File: config.mk
export PLATFORM = sky130hd
export DESIGN_NAME = breath_ramp
export DESIGN_NICKNAME = d
export VERILOG_FILES = /design/src/rtl/breath_ramp.sv
export SDC_FILE = /design/constraint.sdc
export NUM_CORES = 1
export LEC_CHECK = 0
export ABC_AREA = 1
export CAP_MARGIN = 20
export CORE_MARGIN = 8
export CORE_UTILIZATION = 45
export DETAILED_ROUTE_END_ITERATION = 12
export MAX_ROUTING_LAYER = met4
export PLACE_DENSITY = 0.74
export SYNTH_ARGS = -nofsm -noshare
export SYNTH_HDL_FRONTEND = slang
export SYNTH_SLANG_ARGS = --single-unit
File: constraint.sdc
create_clock -name clk -period 2.9 [get_ports clk]
set_input_delay 0.87 -clock clk [delete_from_list [all_inputs] [get_ports clk]]
set_output_delay 0.87 -clock clk [all_outputs]
set_load 0.1 [all_outputs]
File: src/rtl/breath_ramp.sv
`timescale 1ns/1ps
// breath_ramp
//   Brightness envelope generator for the pulsing-LED PWM stage. The
//   envelope is a triangle: rise, hold high, fall, hold low, repeat. Level
//   changes happen only on the prescaled step tick. The PWM compare value
//   (duty) is loaded only on pwm_sync, so the PWM never sees a change in the
//   middle of a period.
//
//   Optional feature: define BREATH_RAMP_GAMMA_EN to apply a squared
//   (gamma-like) curve, f(l) = (l*l + 2^WIDTH-1) >> WIDTH. This adds one
//   pipeline register. Without the macro, duty follows level linearly.
//
// Ports
//   clk         in   1      system clock
//   rst         in   1      synchronous, active-high reset
//   en          in   1      run envelope (level-sensitive)
//   pwm_sync    in   1      1-cycle pulse from the PWM at period start
//   duty        out  WIDTH  registered duty value for the PWM compare
//   duty_valid  out  1      1-cycle pulse, the cycle after duty is loaded
//   phase       out  3      FSM state: IDLE=0 RISE=1 HOLD_HI=2 FALL=3 HOLD_LO=4
//
// Handshake: pwm_sync is a strobe with no back-pressure. Each pulse samples
// the level at that clock edge. The sampled value (after f) then appears on
// duty, and duty_valid pulses high for exactly one cycle on the following
// cycle. When there is no pwm_sync, duty holds its value.
module breath_ramp #(
  parameter int WIDTH      = 8,
  parameter int STEP_DIV   = 23437,
  parameter int HOLD_STEPS = 32
) (
  input  logic             clk,
  input  logic             rst,
  input  logic             en,
  input  logic             pwm_sync,
  output logic [WIDTH-1:0] duty,
  output logic             duty_valid,
  output logic [2:0]       phase
);

  localparam int PW = (STEP_DIV > 1) ? $clog2(STEP_DIV) : 1;
  localparam int HW = (HOLD_STEPS > 1) ? $clog2(HOLD_STEPS + 1) : 1;
  localparam logic [WIDTH-1:0] LVL_MAX = '1;
  localparam logic [PW-1:0]    PRE_TOP = PW'(STEP_DIV - 1);
  localparam logic [HW-1:0]    HOLD_TOP = HW'(HOLD_STEPS - 1);

  typedef enum logic [2:0] {
    IDLE    = 3'd0,
    RISE    = 3'd1,
    HOLD_HI = 3'd2,
    FALL    = 3'd3,
    HOLD_LO = 3'd4
  } state_t;

  state_t            state_q, state_d;
  logic [WIDTH-1:0]  level_q, level_d;
  logic [PW-1:0]     pre_q, pre_d;
  logic [HW-1:0]     hold_q, hold_d;
  logic              tick;

  // The prescaler is parked at 0 in IDLE, so the first step after leaving
  // IDLE comes a full STEP_DIV cycles later.
  assign tick = (state_q != IDLE) && (pre_q == PRE_TOP);

  always_ff @(posedge clk) begin
    if (rst) begin
      state_q <= IDLE;
      level_q <= '0;
      pre_q   <= '0;
      hold_q  <= '0;
    end else begin
      state_q <= state_d;
      level_q <= level_d;
      pre_q   <= pre_d;
      hold_q  <= hold_d;
    end
  end

  always_comb begin
    state_d = state_q;
    level_d = level_q;
    hold_d  = hold_q;
    pre_d   = (state_q == IDLE || tick) ? '0 : pre_q + 1'b1;

    case (state_q)
      IDLE: begin
        if (en) begin
          state_d = RISE;
          level_d = '0;
        end
      end
      RISE: begin
        if (tick) begin
          // A drop of en turns the ramp around without spending a step.
          if (!en) begin
            state_d = FALL;
          end else begin
            if (level_q != LVL_MAX) level_d = level_q + 1'b1;
            if (level_q >= LVL_MAX - 1'b1) begin
              state_d = HOLD_HI;
              hold_d  = '0;
            end
          end
        end
      end
      HOLD_HI: begin
        if (tick) begin
          if (!en || hold_q == HOLD_TOP) state_d = FALL;
          else                           hold_d  = hold_q + 1'b1;
        end
      end
      FALL: begin
        if (tick) begin
          if (level_q != '0) level_d = level_q - 1'b1;
          // At the bottom, go to IDLE if the run was cancelled. If en is
          // still (or again) high, take the normal low hold.
          if (level_q <= {{(WIDTH-1){1'b0}}, 1'b1}) begin
            state_d = en ? HOLD_LO : IDLE;
            hold_d  = '0;
          end
        end
      end
      HOLD_LO: begin
        if (tick) begin
          if (!en)                    state_d = IDLE;
          else if (hold_q == HOLD_TOP) state_d = RISE;
          else                        hold_d  = hold_q + 1'b1;
        end
      end
      default: state_d = IDLE;
    endcase
  end

  assign phase = state_q;

  // Duty path. load_q marks the cycle in which duty has just been loaded.
  // duty_valid is that marker delayed by one cycle.
  logic [WIDTH-1:0] duty_q;
  logic             load_q;
  logic             valid_q;

`ifdef BREATH_RAMP_GAMMA_EN
  logic [2*WIDTH-1:0] sq;
  logic [WIDTH-1:0]   curve_q;
  logic               sync_q;

  // (l*l + max) >> WIDTH: the bias maps max to max and 0 to 0, and the
  // result always fits in 2*WIDTH bits.
  always_comb begin
    sq = {{WIDTH{1'b0}}, level_q} * {{WIDTH{1'b0}}, level_q}
       + {{WIDTH{1'b0}}, LVL_MAX};
  end

  always_ff @(posedge clk) begin
    if (rst) begin
      curve_q <= '0;
      sync_q  <= 1'b0;
      duty_q  <= '0;
      load_q  <= 1'b0;
      valid_q <= 1'b0;
    end else begin
      sync_q  <= pwm_sync;
      if (pwm_sync) curve_q <= sq[2*WIDTH-1:WIDTH];
      if (sync_q)   duty_q  <= curve_q;
      load_q  <= sync_q;
      valid_q <= load_q;
    end
  end
`else
  always_ff @(posedge clk) begin
    if (rst) begin
      duty_q  <= '0;
      load_q  <= 1'b0;
      valid_q <= 1'b0;
    end else begin
      if (pwm_sync) duty_q <= level_q;
      load_q  <= pwm_sync;
      valid_q <= load_q;
    end
  end
`endif

  assign duty       = duty_q;
  assign duty_valid = valid_q;

endmodule

Yosys cells after proc, flatten, opt, wreduce, memory -nomap -nowiden
Cells that the tools add are included.
{"block": "totals", "regBits": 42, "in_bits": 4, "out_inout_bits": 12, "wordCells": 80}
{"block": "classes", "add_sub_neg": 4, "n_lt_le_gt_ge": 2, "n_eq_ne": 23, "mux": 31, "reduce_logical": 13}
{"op": "$mux W6", "n": 10}
{"op": "$mux W8", "n": 6}
{"op": "$mux W3", "n": 12}
{"op": "$ne A2 B2 Y1 const B", "n": 14}
{"op": "$pmux W6 S4", "n": 1}
{"op": "$pmux W8 S3", "n": 1}
{"op": "$add A15 B1 Y15 const B", "n": 1}
{"op": "$eq A15 B15 Y1 const B", "n": 1}
{"op": "$pmux W3 S5", "n": 1}
{"op": "$reduce_and A11 Y1", "n": 1}
{"op": "$reduce_and A9 Y1", "n": 1}
{"op": "$add A8 B1 Y8 const B", "n": 1}
{"op": "$ge A8 B8 Y1 const B", "n": 1}
{"op": "$le A8 B1 Y1 const B", "n": 1}
{"op": "$ne A8 B8 Y1 const B", "n": 1}
{"op": "$reduce_bool A8 Y1", "n": 1}
{"op": "$sub A8 B1 Y8 const B", "n": 1}
{"op": "$reduce_and A7 Y1", "n": 1}
{"op": "$add A6 B1 Y6 const B", "n": 1}
{"op": "$eq A3 B2 Y1 const B", "n": 2}
{"op": "$eq A6 B5 Y1 const B", "n": 1}
{"op": "$ne A3 B3 Y1 const B", "n": 2}
{"op": "$reduce_bool A3 Y1", "n": 2}
{"op": "$reduce_bool A4 Y1", "n": 1}
{"op": "7 further kinds", "n": 8}

Depth between registers and ports, before layout
{"block": "logic_depth", "ltp_word": 5, "mapped_depth": 12}

Least setup slack after synthesis
No wires, ideal clock.
{"block": "synth_timing", "path_type": "register -> register", "startpoint": "register state_q[2] (netlist: phase[2])", "endpoint": "register hold_q[2]", "setup_time_ps": 115, "arrival_ps": 2093, "required_time_ps": 2785, "setup_slack_ps": 692, "stages_incl_launch_ff": 10, "path_buffers": 0, "cell_sequence": "dfxtp_1 > inv_2 > nand3_2 > nand2_2 > clkinv_2 > nand2_4 > a21oi_4 > nand2_2 > o21ai_1 > nor2_1"}
{"block": "synth_via", "elab_chain_len": 4, "elab_cells_between_ends": 19}
{"element": "start: declaration", "line": "54", "source": "state_t state_q, state_d;"}
{"element": "start signal: assignment", "line": "71", "source": "state_q <= state_d;"}
{"element": "$reduce_bool A3 Y1", "line": "62", "source": "assign tick = (state_q != IDLE) && (pre_q == PRE_TOP);"}
{"element": "$logic_and A1 B1 Y1", "line": "62"}
{"element": "$ne A2 B2 Y1 (no source line)"}
{"element": "$reduce_and A11 Y1 (no source line)"}
{"element": "end signal: assignment", "line": "74", "source": "hold_q <= hold_d;"}
{"element": "end: declaration", "line": "57", "source": "logic [HW-1:0] hold_q, hold_d;"}
Several ways; a longest one is shown, not always the timed one.
A chain may end at the register's enable or synchronous reset.

Worst setup path in the final report
{"block": "layout_timing", "startpoint": "input en", "endpoint": "register level_q[4]"}
{"block": "layout_via", "elab_chain_len": 2, "elab_cells_between_ends": 3}
{"element": "start: declaration", "line": "33", "source": "input logic en,"}
{"element": "$ne A2 B2 Y1 (no source line)"}
{"element": "$reduce_and A7 Y1 (no source line) (*)"}
{"element": "end signal: assignment", "line": "72", "source": "level_q <= level_d;"}
{"element": "end: declaration", "line": "55", "source": "logic [WIDTH-1:0] level_q, level_d;"}
Every way passes the cells marked *; elsewhere a longest branch is shown, timed or not.

==> Implementation_results.wiki <==
{| class="wikitable"
! Metric !! Value
|-
| Violation count after the first detailed-routing iteration || 147
|-
| Number of buffers inserted by port buffering || 15
|-
| Placement Rows || 27
|-
| Vias in the first global route || around 2300
|-
| Die Ht || roughly 90 um
|-
| Slew at the pin closest to its max-slew limit || roughly 0.49 ns
|-
| Final weighted congestion in routability-driven placement || 0.9002
|-
| Register bit total from synthesis || 42
|-
| Setup skew after layout || around 0.0099 ns
|-
| Routed wire per std cell || around 11 um
|-
| Routed wire length || around 5400 um
|-
| Largest buffer count on any clock path || 2
|-
| Final Power || 2616 uW
|-
| Number of non-filler instances in the completed layout || approximately 480
|-
| Starting density of the core || between 40% and 50%
|-
| Count of different cell masters after synthesis || 38
|-
| Post-route DRC || 0
|-
| Crit-path slowest cell || sky130_fd_sc_hd__clkdlybuf4s50_1
|-
| TritonCTS clock tree || done
|-
| HPWL after detailed placement || 4064 um
|-
| Worst max-slew margin expressed relative to the limit || between 60 and 70%
|-
| Die Span X || 90.76 um
|-
| Global-route usage over all layers || 14.37%
|-
| Post-synthesis instance area || between 0.002 and 0.003 mm^2
|-
| Shortest clock period the worst path allows after layout || ~2.2 ns
|-
| Initial antenna violation count || 0
|-
| Total net switching power || 1275 uW
|-
| Hold Path Class || flop to flop
|-
| CP endpoint kind || flop
|-
| Share of power burned in the clock network || a little under a fifth
|-
| Die outline area || 0.008236 mm^2
|-
| Net count reported at finish || 414
|-
| Setup violation total in the final timing report || 0
|-
| IO Count || 16
|-
| Clock Pin Slew Worst Setup and Hold Paths || roughly 0.09 ns
|-
| Remaining Overflow, GRT || 0
|-
| Chain of cells forming the critical path || clkdlybuf4s50_1 -> o21ai_1 -> a21oi_1 -> o21ai_2 -> a21oi_2 -> nand2_4 -> inv_2 -> nor2_1 -> nor2_1
|-
| RSZ-0062 raised after global routing || false
|-
| Maximum frequency from static timing analysis || roughly 460 MHz
|-
| Buffer and inverter count on the worst path || 2
|-
| Antenna-violating nets left || 0
|-
| Fraction of final layout cells with drive strength greater than 1 || between 10 and 15%
|-
| Clock latency on the worst-skew pair || around 0.3 ns
|-
| Number of filler cells placed in the layout || roughly 530
|-
| CP most frequent cell || sky130_fd_sc_hd__nor2_1
|-
| Fraction of synthesis flops using an asynchronous set or reset pin || 0%
|-
| # Max-Cap Violations || 0
|-
| Slowest cell delay on critical path || 0.57 ns
|-
| Crit path setup slack, layout || between 0.7 and 0.8 ns
|-
| Avg Synthesized Cell Area || 6.549 um^2
|-
| Post-CTS setup buffers || 0
|-
| Final Hold Vio Count || 0
|-
| Startpoint class of the critical path || primary input
|-
| Gate count after technology mapping || roughly 380
|-
| Dominant delay contributor by cell family on the critical path || buffers and inverters
|-
| Static leakage || roughly 0.0012 uW
|-
| Antenna Diode Count || 0
|-
| Outcome || complete, no violations
|-
| Relative contribution of sequential cells to total power || between 30% and 40%
|-
| Leading cell types in the layout, fill and taps excluded || 82 x sky130_fd_sc_hd__nand2_1, 54 x sky130_fd_sc_hd__nor2_1, 42 x sky130_fd_sc_hd__dfxtp_1
|-
| Final period util || 75.61%
|-
| Internal power || 1341 uW
|-
| CP required || 3.15 ns
|-
| Setup_tns || 0 ns
|-
| Via Count || 2400
|-
| Number of max-slew violations in the final report || 0
|-
| Syn Nets || 395
|-
| Wire length of the first global-routing pass || between 9000 and 10000 um
|-
| Worst EP arrival || 2.44 ns
|-
| Net switching fraction of the power || 48.73%
|-
| Number of enable-type register cells in the synthesized netlist || 0
|-
| Number of buffers added by the clock tree synthesis step || 5
|-
| CTS H-Tree Depth || 2
|-
| Part of the Yosys area used for sequential elements || around 33%
|-
| Flip-flop cell with the highest count after synthesis || sky130_fd_sc_hd__dfxtp_1
|-
| Sinks on Clock Net || 42
|-
| Number of buffers inserted by hold repair at cts || 0
|-
| Crit Path Max Fanout || 9
|-
| Worst setup timing slack at the placement stage || between 0.4 and 0.5 ns
|-
| Dpl cells || 468
|-
| Clk Tree Root Cell || sky130_fd_sc_hd__clkbuf_8
|-
| Largest net degree at the start of global routing || 18
|-
| Count of yosys warnings during synthesis || 0
|-
| Area overhead of the layout relative to synthesis || 12.34%
|-
| Power density relative to cell area || a little over 900 mW/mm^2
|-
| Post-cts resize count || 0
|-
| Peak VDD IR || 0.6307 mV
|-
| Most common library cell in the layout ignoring fill and taps || sky130_fd_sc_hd__nand2_1
|-
| Detailed Routing Iterations Pass 1 || 4
|-
| Worst Path Class, Setup || primary input to flop
|-
| Area of the core || roughly 0.0054 mm^2
|-
| Combinational fraction of design power || about half
|-
| Ratio of routed vias to standard cells || a little over 5
|}
-- sequential cells by signal (all words and copies together), names as in the netlist --
signal      cells
duty            8
duty_valid      1
hold_q          6
level_q         8
load_q          1
phase           3
pre_q          15
-- power by group through the flow --
stage	logic [uW]	clock network [uW]	registers [uW]
6_report	1350	475	789
5_1_grt	1540	505	803
4_1_cts	1350	485	789
3_5_place_dp	1340	0	803
3_3_place_gp	1330	0	799
2_1_floorplan	939	0	964
-- stage by stage --
stage / utilization, % / hold WS (ns) / instance area (um^2)
after floorplan: - / 0.3883 / 2515
after global placement: 49.92 / 0.4108 / 2715
after detailed placement: 49.92 / 0.4196 / 2715
after CTS: 51.94 / 0.4336 / 2825
after global routing: 51.94 / 0.4523 / 2825
final: 51.94 / 0.4228 / 2825
-- cell type report --
type                            count  area [um^2]  area share [%]
Sequential cell                    42        840.8           29.76
Inverter                           51        196.4           6.953
Timing Repair Buffer               17        135.1           4.783
Clock buffer                        6        72.57           2.569
Tap cell                           72        90.09           3.189
Clock inverter                      2        37.54           1.329
Multi-Input combinational cell    286         1453           51.42
-- path summary, 6_finish.rpt --
check,to,start,depth (start not counted),slack (ns)
min,duty_valid,load_q,2,0.42
max reg2reg,hold_q[2],level_q[0],11,0.82
min reg2reg,duty_valid,load_q,2,0.42
max,level_q[4],en,9,0.71
-- metal layers --
metal,global-route usage (%),share of wire [%]
met5,-,0
met4,5.687,2.0
met3,3.574,4.8
met2,24.06,47
met1,16.00,46
-- cells by family (layout without fill, tap and decap cells) --
kind of cell	count (synthesis)	count (layout)	synth area share [%]
AOI/OAI and AO/OA	72	72	16.22
xor gates and xnor gates	2	2	0.6966
adders and majority gates	7	7	3.482
buffers and inverters	56	76	8.806
DFF	42	42	33.43
and+or+nand+nor	205	205	37.36
-- synth_stat cells (2+ instances only) --
library cell               count  area share [%]
sky130_fd_sc_hd__nor2_2        3            0.75
sky130_fd_sc_hd__a21oi_1      29             5.8
sky130_fd_sc_hd__nand2_4       2            0.90
sky130_fd_sc_hd__inv_2         9             1.3
sky130_fd_sc_hd__ha_1          7             3.5
sky130_fd_sc_hd__clkinv_2      2            0.40
sky130_fd_sc_hd__o21ai_1       6             1.2
sky130_fd_sc_hd__dfxtp_1      42              33
sky130_fd_sc_hd__a21oi_2       2            0.70
sky130_fd_sc_hd__clkbuf_1      2            0.30
sky130_fd_sc_hd__nand2_2       7             1.7
sky130_fd_sc_hd__nor3b_1       2            0.60
sky130_fd_sc_hd__nand3_1      39             7.8
sky130_fd_sc_hd__nor3_1        4            0.80
sky130_fd_sc_hd__buf_2         2            0.40
sky130_fd_sc_hd__o21a_1        2            0.60
sky130_fd_sc_hd__nor2_1       54             8.1
sky130_fd_sc_hd__o21ai_0      26             5.2
sky130_fd_sc_hd__inv_1        39             5.8
sky130_fd_sc_hd__nand4_1       3            0.75
sky130_fd_sc_hd__nand2_1      82              12
sky130_fd_sc_hd__nand3_2       2            0.80
sky130_fd_sc_hd__nor3_2        3             1.2
-- tightest hold or removal path, stage by stage, from the launching register on --
cell	delay, ns
sky130_fd_sc_hd__dfxtp_1	0.31
sky130_fd_sc_hd__inv_1	0.04
sky130_fd_sc_hd__nor2_1	0.04
Power figures use the tool's default switching activity.
